`config.mk`:
```
export PLATFORM = sky130hd
export DESIGN_NAME = bus_arbiter
export DESIGN_NICKNAME = d
export VERILOG_FILES = /design/src/rtl/bus_arbiter.sv
export SDC_FILE = /design/constraint.sdc
export NUM_CORES = 1
export LEC_CHECK = 0
export ABC_AREA = 1
export CORE_MARGIN = 2
export CORE_UTILIZATION = 39
export DETAILED_ROUTE_END_ITERATION = 10
export PLACE_DENSITY = 0.95
export SLEW_MARGIN = 20
export SYNTH_ARGS = -nofsm -noshare
export SYNTH_HDL_FRONTEND = slang
export SYNTH_SLANG_ARGS = --single-unit
```
`constraint.sdc`:
```
create_clock -name clk -period 3.5 [get_ports clk]
set_clock_uncertainty 0.05 [all_clocks]
set_input_delay 1.05 -clock clk [delete_from_list [all_inputs] [get_ports clk]]
set_output_delay 1.05 -clock clk [all_outputs]
set_load 0.01 [all_outputs]
```
`src/rtl/bus_arbiter.sv`:
```
// Two-port (fetch I / data D) arbiter onto one shared memory port, one transaction outstanding; accept is same-cycle, m_* one cycle later.
// Backpressure: requesters hold valid until accept; D wins ties unless I has been passed over STARVE_LIMIT times in a row.
module bus_arbiter #(
    parameter int STARVE_LIMIT = 4
) (
    input  logic        clk,
    input  logic        reset,
    input  logic        i_valid,
    input  logic [31:0] i_addr,
    output logic        i_accept,
    output logic        i_done,
    output logic [31:0] i_rdata,
    input  logic        d_valid,
    input  logic [31:0] d_addr,
    input  logic        d_write,
    input  logic [3:0]  d_strobe,
    input  logic [31:0] d_wdata,
    output logic        d_accept,
    output logic        d_done,
    output logic [31:0] d_rdata,
    output logic        m_valid,
    output logic [31:0] m_addr,
    output logic        m_write,
    output logic [3:0]  m_strobe,
    output logic [31:0] m_wdata,
    input  logic        m_ok,
    input  logic [31:0] m_rdata
);

    typedef enum logic [1:0] {IDLE, BUSY_I, BUSY_D} state_t;

    state_t      state;
    logic [2:0]  starve_cnt;
    logic [31:0] addr_q;
    logic        write_q;
    logic [3:0]  strobe_q;
    logic [31:0] wdata_q;

    logic busy;
    logic free;
    logic i_starved;
    logic grant_d;
    logic grant_i;

    // A completing transaction frees the port in the same cycle so the next grant has no bubble.
    assign busy      = (state != IDLE);
    assign free      = !busy || m_ok;
    assign i_starved = i_valid && (int'(starve_cnt) == STARVE_LIMIT);
    assign grant_d   = !reset && free && d_valid && !i_starved;
    assign grant_i   = !reset && free && i_valid && !grant_d;

    assign i_accept = grant_i;
    assign d_accept = grant_d;
    assign i_done   = !reset && (state == BUSY_I) && m_ok;
    assign d_done   = !reset && (state == BUSY_D) && m_ok;
    assign i_rdata  = i_done ? m_rdata : 32'h0;
    assign d_rdata  = d_done ? m_rdata : 32'h0;

    assign m_valid  = busy;
    assign m_addr   = busy ? addr_q   : 32'h0;
    assign m_write  = busy ? write_q  : 1'b0;
    assign m_strobe = busy ? strobe_q : 4'h0;
    assign m_wdata  = busy ? wdata_q  : 32'h0;

    always_ff @(posedge clk) begin
        if (reset) begin
            state      <= IDLE;
            starve_cnt <= 3'd0;
            addr_q     <= 32'h0;
            write_q    <= 1'b0;
            strobe_q   <= 4'h0;
            wdata_q    <= 32'h0;
        end else if (grant_d) begin
            state    <= BUSY_D;
            addr_q   <= d_addr;
            write_q  <= d_write;
            strobe_q <= d_strobe;
            wdata_q  <= d_wdata;
            // Only a D grant that actually overtakes a waiting I counts toward starvation.
            if (i_valid)
                starve_cnt <= (starve_cnt == 3'd7) ? starve_cnt : starve_cnt + 3'd1;
            else
                starve_cnt <= 3'd0;
        end else if (grant_i) begin
            state      <= BUSY_I;
            addr_q     <= i_addr;
            write_q    <= 1'b0;
            strobe_q   <= 4'h0;
            wdata_q    <= 32'h0;
            starve_cnt <= 3'd0;
        end else if (busy && m_ok) begin
            state    <= IDLE;
            addr_q   <= 32'h0;
            write_q  <= 1'b0;
            strobe_q <= 4'h0;
            wdata_q  <= 32'h0;
        end
    end

endmodule

```
* After elaboration in Yosys (flattened, before gate mapping)
Cells that the tools add are included.
** Word-level totals
- Flip-flop bits (word level) :: 74
- Bits of input ports :: 138
- Output and inout bits :: 138
- Word-level logic and storage cells :: 59
** Operators by class
- $add $sub $neg :: 1
- Eq/ne operators :: 5
- Muxes and demuxes :: 24
- Reduce and logical (&&, ||, !) cells :: 22
** Operators with widths (number)
- 2-to-1 mux 32 bit :: 9
- 2-to-1 mux 4 bit :: 4
- 2-to-1 mux 3 bit :: 4
- logical AND 1 bit :: 11
- equality test 3 bit, second input constant :: 2
- 2-to-1 mux 2 bit :: 3
- nonzero test 2 bit :: 3
- logical NOT 1 bit :: 4
- 2-to-1 mux 1 bit :: 4
- adder 3 x 1 -> 3 bit, second input constant :: 1
- != test 3 bit, second input constant :: 1
- nonzero test 3 bit :: 1
- equality test 2 x 1 -> 1 bit, second input constant :: 1
- equality test 2 bit, second input constant :: 1
- AND reduction 2 bit :: 1
- OR reduction 2 bit :: 1
- logical OR 1 bit :: 1

* Longest topological paths before layout
Gate-level depths: netlist of run 1.
- Depth after elaboration :: 10
- Mapped depth :: 11
- Mapped depth without buffers :: 10

* Worst setup path after synthesis of run 1
No wires, ideal clock.
- Path type :: input to output
- Start point :: input reset
- End point :: output d_rdata[10]
- Data arrival time :: 2.057 ns
- Required time :: 2.400 ns
- Setup slack :: 0.343 ns
- Stages :: 6
- Path buffers :: 1
- Cell sequence :: inv_2 nand2_1 nor3_1 inv_1 clkbuf_1 nor2_1
** On the way
- Word-level cells in the longest chain between the ends :: 4
** RTL lines
- start, declared :: RTL line 7 : input logic reset,
- logical NOT 1 bit :: RTL line 55 : assign d_done = !reset && (state == BUSY_D) && m_ok;
- logical AND 1 bit (2 in series) :: RTL line 55
- via d_done :: RTL line 19 : output logic d_done,
- 2-to-1 mux 32 bit :: RTL line 57 : assign d_rdata = d_done ? m_rdata : 32'h0;
- end, declared :: RTL line 20 : output logic [31:0] d_rdata,
The timed path passes the listed nets, and every way through them passes these cells.

* Worst setup path after layout of run 1
- Start point :: input reset
- End point :: output d_rdata[21]
** On the way
- Word-level cells in the longest chain between the ends :: 4
** RTL lines (RTL line)
- logical NOT 1 bit :: 55
- logical AND 1 bit (2 in series) :: 55
- 2-to-1 mux 32 bit :: 57
No other way between the ends.

==> impl_metrics.json, run 1 <==
{
  "coreArea_sq_um": 10230,
  "cts_tree": "yes",
  "cts_made_buffers": 9,
  "drive_gt1_share_pct": 7.034,
  "grtUsageMet1_pct": 23.59,
  "clkLatencyLatePin_ns": 0.34,
  "finalHoldViolations": 0,
  "root_buffer": "clkbuf_8",
  "synth_edf_count": 0,
  "wirelength_um": 13950,
  "grt_antenna_before_repair": 0,
  "crit_type": "in -> out",
  "drc": 0,
  "fin_ws_ns": 0.07436,
  "arrival_ns": 2.33,
  "ys_top_cells_by_count": "nor2_1 (201), nand2_1 (181), inv_1 (113), dfxtp_1 (74), a21oi_1 (41)",
  "tns_ns": 0,
  "drt_iter0_markers": 297,
  "hold_start": "wdata_q[31]",
  "hold_ws_ns": 0.4134,
  "crit_path_max_fanout": 32,
  "power_leakage_nw": 3.377,
  "r2r_start": "starve_cnt[0]",
  "ys.flop_type": "dfxtp_1",
  "h-tree-depth": 3,
  "first_global_vias": 4739,
  "cts.clk_slew.worst_paths_ns": 0.08,
  "vias": 5023,
  "grt_max_degree": 74,
  "slew_violations": 0,
  "viasPerCell": 4.497,
  "dp_slack_ns": -0.4194,
  "num_rows": 37,
  "fin_crit_ns": 3.426,
  "min_period_over_period_pct": 97.88,
  "io-pin-count": 276,
  "area_growth_syn_to_layout_pct": 76.47,
  "place.gp.congestion": 0.7849,
  "synth_top_area_share_pct": 36.23,
  "die_height_um": 106.4,
  "dieArea_sq_um": 11320,
  "status": "completed",
  "drt_pre_antenna_iters": 5,
  "holdBufCountCts": 0,
  "synth_top_cells_by_area": "dfxtp_1 (36%), nor2_1 (18%), nand2_1 (17%)",
  "crit_required_ns": 2.40,
  "yosys.area.top_type": "dfxtp_1",
  "start_util_pct": 39.97,
  "tightestPinTransition_ns": 0.7506,
  "endpoint_kind": "output port",
  "synth.ff_latch_count": 74,
  "startpoint": "reset",
  "whs_path_depth": 2,
  "clockBufferDepth": 2,
  "reg2reg_depth": 11,
  "max_cap_viol_count": 0,
  "diodes": 0,
  "syn_area_per_cell_sq_um": 5.783,
  "io_buffers": 275,
  "busiest_layer": "met2",
  "slew_headroom_pct": 49.96,
  "multi_input_area_sq_um": 1987,
  "ir_drop_mv": 0.3112,
  "dp.final_hpwl_um": 10310,
  "synthCells": 707,
  "grt_pass1_wl_um": 21860,
  "synth.distinct_cells": 25,
  "layout.nets": 1117,
  "fp.dieW_um": 106.4,
  "globalRouteMet2Util_pct": 45.42,
  "syn_area_sq_um": 4089,
  "cp-start-kind": "primary input",
  "ys_warn_count": 0,
  "wl_per_cell_um": 12.49,
  "yosysSeqAreaShare_pct": 36.23,
  "setup_viol": 0,
  "synthMostInstantiatedCell": "nor2_1",
  "cts.sinks": 74,
  "fillers": 859,
  "cellPowerDensity_nw_per_um2": 341.4,
  "met3_usage_pct": 6.131,
  "async_flop_share_pct": 0,
  "hp-class": "reg -> reg",
  "grt-ovfl-total": 0,
  "grtUsageTotal_pct": 24.00,
  "synth_nets": 848,
  "max_freq_mhz": 291.9,
  "postRouteAntennaNets": 0,
  "regArea_sq_um": 1481
}
==> critical path, cell delays in order <==
cell           delay (ns)
dlygate4sd2_1        0.25
inv_2                0.06
nand2_2              0.10
nor3_4               0.21
inv_1                0.09
buf_12               0.17
nor2_1               0.10
dlygate4sd2_1        0.27
==> per-layer routing <==
layer,share of wire (%),up-vias
met5,0,-
met4,4.6,0
met3,7.5,46
met2,51,194
met1,37,2180
li1,-,2603
==> sequential cells by signal (all words and copies together) (netlist names) <==
signal      count
addr_q         32
wdata_q        32
starve_cnt      3
strobe_q        4
write_q         1
state           2
==> layout make-up <==
type | instances | share of cell area (%)
Timing Repair Buffer | 300 | 39.83
Clock inverter | 6 | 1.907
Inverter | 116 | 6.069
Sequential cell | 74 | 20.53
Clock buffer | 10 | 1.769
Multi-Input combinational cell | 475 | 27.54
Tap cell | 136 | 2.358
==> where the power goes <==
| group | internal (W) | total (W) | leakage [nW] | switching (W) |
|---|---|---|---|---|
| sequential | 0.000915 | 0.000951 | 0.608 | 0.0000367 |
| combinational | 0.000320 | 0.000643 | 2.64 | 0.000323 |
| clock | 0.000550 | 0.000869 | 0.131 | 0.000320 |
==> layout by cell type, fill, tap and decap left out, types with 2 or more instances in the layout <==
cell               n
clkdlybuf4s50_1  205
nor2_1           201
nand2_1          180
inv_1            112
dfxtp_1           74
dlygate4sd2_1     49
a21oi_1           41
o21ai_0           32
buf_4             21
clkbuf_8           9
clkbuf_2           9
clkdlybuf4s15_1    6
nand3_1            5
buf_2              5
bufinv_16          4
inv_2              3
nand2_2            3
ha_1               3
buf_12             3
nor3_4             2
==> logic make-up (layout without fill, tap and decap cells) <==
| logic type | count (synthesis) | count (layout) | synth area share (%) |
|---|---|---|---|
| fa+ha+maj | 3 | 3 | 0.9181 |
| flops | 74 | 74 | 36.23 |
| buf+inv | 158 | 432 | 15.97 |
| simple gates | 396 | 396 | 37.33 |
| compound gates | 76 | 76 | 9.547 |
==> what timing repair did <==
action                     in CTS  in global routing
gates resized for setup        88                 27
setup endpoints to repair      68                 22
pin swaps                       3                  1
buffers inserted                3                  1
gates cloned                    1                  0
==> metrics by stage <==
stage,std cells,utilization (%),instance area [sq um],total power (W)
floorplan,707,-,4089,0.001295
global placement,1096,68.34,6992,0.001602
detailed placement,1096,68.34,6992,0.001619
CTS,1116,70.56,7219,0.002488
global route,1117,70.53,7216,0.002604
finish,1117,70.53,7216,0.002464
==> final timing paths <==
check,to,slack (ns)
worst max-delay path,d_rdata[21],0.07
worst min-delay path,wdata_q[31],0.41
worst max register to register,addr_q[5],1.29
worst min register to register,wdata_q[31],0.41
Note: power is estimated with default switching activity, not from simulation.
==> run 2, diff against run 1 <==
SKIP_LAST_GASP = 1   (was unset)
==> run 2 against run 1 <==
Sequential share of layout area down 0.075 points; worst hold slack about the same; critical path depth unchanged; final area up 0.36%; combinational power about the same; power about the same; clock-buffer cell count unchanged; sequential cell count unchanged; routed wire length about the same; setup slack worse by 0.0099 ns; sequential power about the same; register-to-register slack about the same; largest cell class unchanged; largest power group unchanged.
==> impl_metrics.json, run 2 (synthesis results as in run 1) <==
{
  "area_growth_syn_to_layout_pct": 77.11,
  "finalHoldViolations": 0,
  "layout.nets": 1117,
  "start_util_pct": 39.97,
  "diodes": 0,
  "post-route-util_pct": 70.78,
  "clockBufferDepth": 2,
  "r2r_start": "starve_cnt[0]",
  "cts.sinks": 74,
  "num_rows": 37,
  "max_freq_mhz": 291.1,
  "crit_required_ns": 2.40,
  "slew_headroom_pct": 49.77,
  "dp_cells": 1096,
  "die_height_um": 106.4,
  "clkLatencyLatePin_ns": 0.34,
  "setup_viol": 0,
  "grt-ovfl-total": 0,
  "hold_start": "wdata_q[31]",
  "io_buffers": 275,
  "dp.final_hpwl_um": 10310,
  "endpoint_kind": "output port",
  "final_common_cell": "clkdlybuf4s50_1",
  "reg_top3": "addr_q x32, wdata_q x32, strobe_q x4",
  "cts.clk_slew.worst_paths_ns": 0.08,
  "fp.dieW_um": 106.4,
  "coreArea_sq_um": 10230,
  "h-tree-depth": 3,
  "vias": 5038,
  "power_leakage_nw": 3.387,
  "io-pin-count": 276,
  "wirelength_um": 13950,
  "wl_per_cell_um": 12.48,
  "startpoint": "reset",
  "grt_antenna_before_repair": 0,
  "root_buffer": "clkbuf_8",
  "final_cells": 1117,
  "hp-class": "reg -> reg",
  "grt_pass1_wl_um": 21860,
  "ir_drop_mv": 0.3112,
  "drt_pre_antenna_iters": 4,
  "cts_tree": "yes",
  "hold_ws_ns": 0.4134,
  "rsz0062_at_grt": "yes",
  "drc": 0,
  "fin_crit_ns": 3.436,
  "postRouteAntennaNets": 0,
  "arrival_ns": 2.34,
  "viasPerCell": 4.510,
  "drt_iter0_markers": 292,
  "drive_gt1_share_pct": 6.422,
  "first_global_vias": 4739,
  "tns_ns": 0,
  "slew_violations": 0,
  "cts_made_buffers": 9,
  "grt_max_degree": 74,
  "tightestPinTransition_ns": 0.7535,
  "cellPowerDensity_nw_per_um2": 340.2,
  "layout_common_cells": "clkdlybuf4s50_1 (205), nor2_1 (201), nand2_1 (180)",
  "cp-start-kind": "primary input",
  "max_cap_viol_count": 0,
  "crit_type": "in -> out",
  "place.gp.congestion": 0.7849,
  "crit_path_max_fanout": 16,
  "grtUsageTotal_pct": 24.00,
  "status": "completed",
  "dieArea_sq_um": 11320,
  "min_period_over_period_pct": 98.16
}
-- run 2: critical path, cell delays in order --
cell and delay, ns:
dlygate4sd2_1 0.25, inv_2 0.06, nand2_2 0.10, nor3_4 0.16
inv_2 0.08, bufbuf_16 0.29, nor2_1 0.07, dlygate4sd2_1 0.26
-- run 2: path summary, 6_finish.rpt --
path	to	slack, ns	cells past startpoint
hold reg to reg	wdata_q[31]	0.41	2
setup reg to reg	addr_q[5]	1.28	11
setup / recovery	i_rdata[24]	0.06	8
hold / removal	wdata_q[31]	0.41	2
-- run 2: layout make-up --
cell class,instances,area (sq um)
timing repair buffer,300,2900
tap,136,170.2
inverter,116,437.9
fill,854,2989
sequential,74,1481
clock inverter,6,137.6
multi-input combinational,475,1987
clock buffer,10,127.6
-- run 2: report_power, final --
part / internal (W) / switching (W) / leakage (nW) / total [W]
combinational: 0.000320 / 0.000323 / 2.65 / 0.000643
clock: 0.000550 / 0.000319 / 0.131 / 0.000869
sequential: 0.000915 / 0.0000368 / 0.608 / 0.000951
total: 0.00178 / 0.000679 / 3.39 / 0.00246
-- run 2: metrics by stage --
step                      area (sq um)  worst slack (ns)  total power [W]
final                             7242           0.06444         0.002464
after global routing              7242          -0.01542         0.002604
after CTS                         7219          0.003531         0.002488
after detailed placement          6992           -0.4194         0.001619
after global placement            6992           -0.3547         0.001602
after floorplan                   4089            0.3433         0.001295
-- run 2: metal layers --
metal  global-route usage, %  routed length [um]  up-vias
li1                        -                   -     2604
met4                   13.16                 637        0
met1                   23.59                5077     2188
met5                       0                   0        -
met2                   45.42                7169      200
met3                   6.131                1061       46
-- run 2: what timing repair did --
item	CTS	global route
endpoints found under the setup margin	68	22
pin swaps	3	1
hold buffers	0	0
gates cloned	1	0
gates resized for setup	88	18
setup buffers	3	1
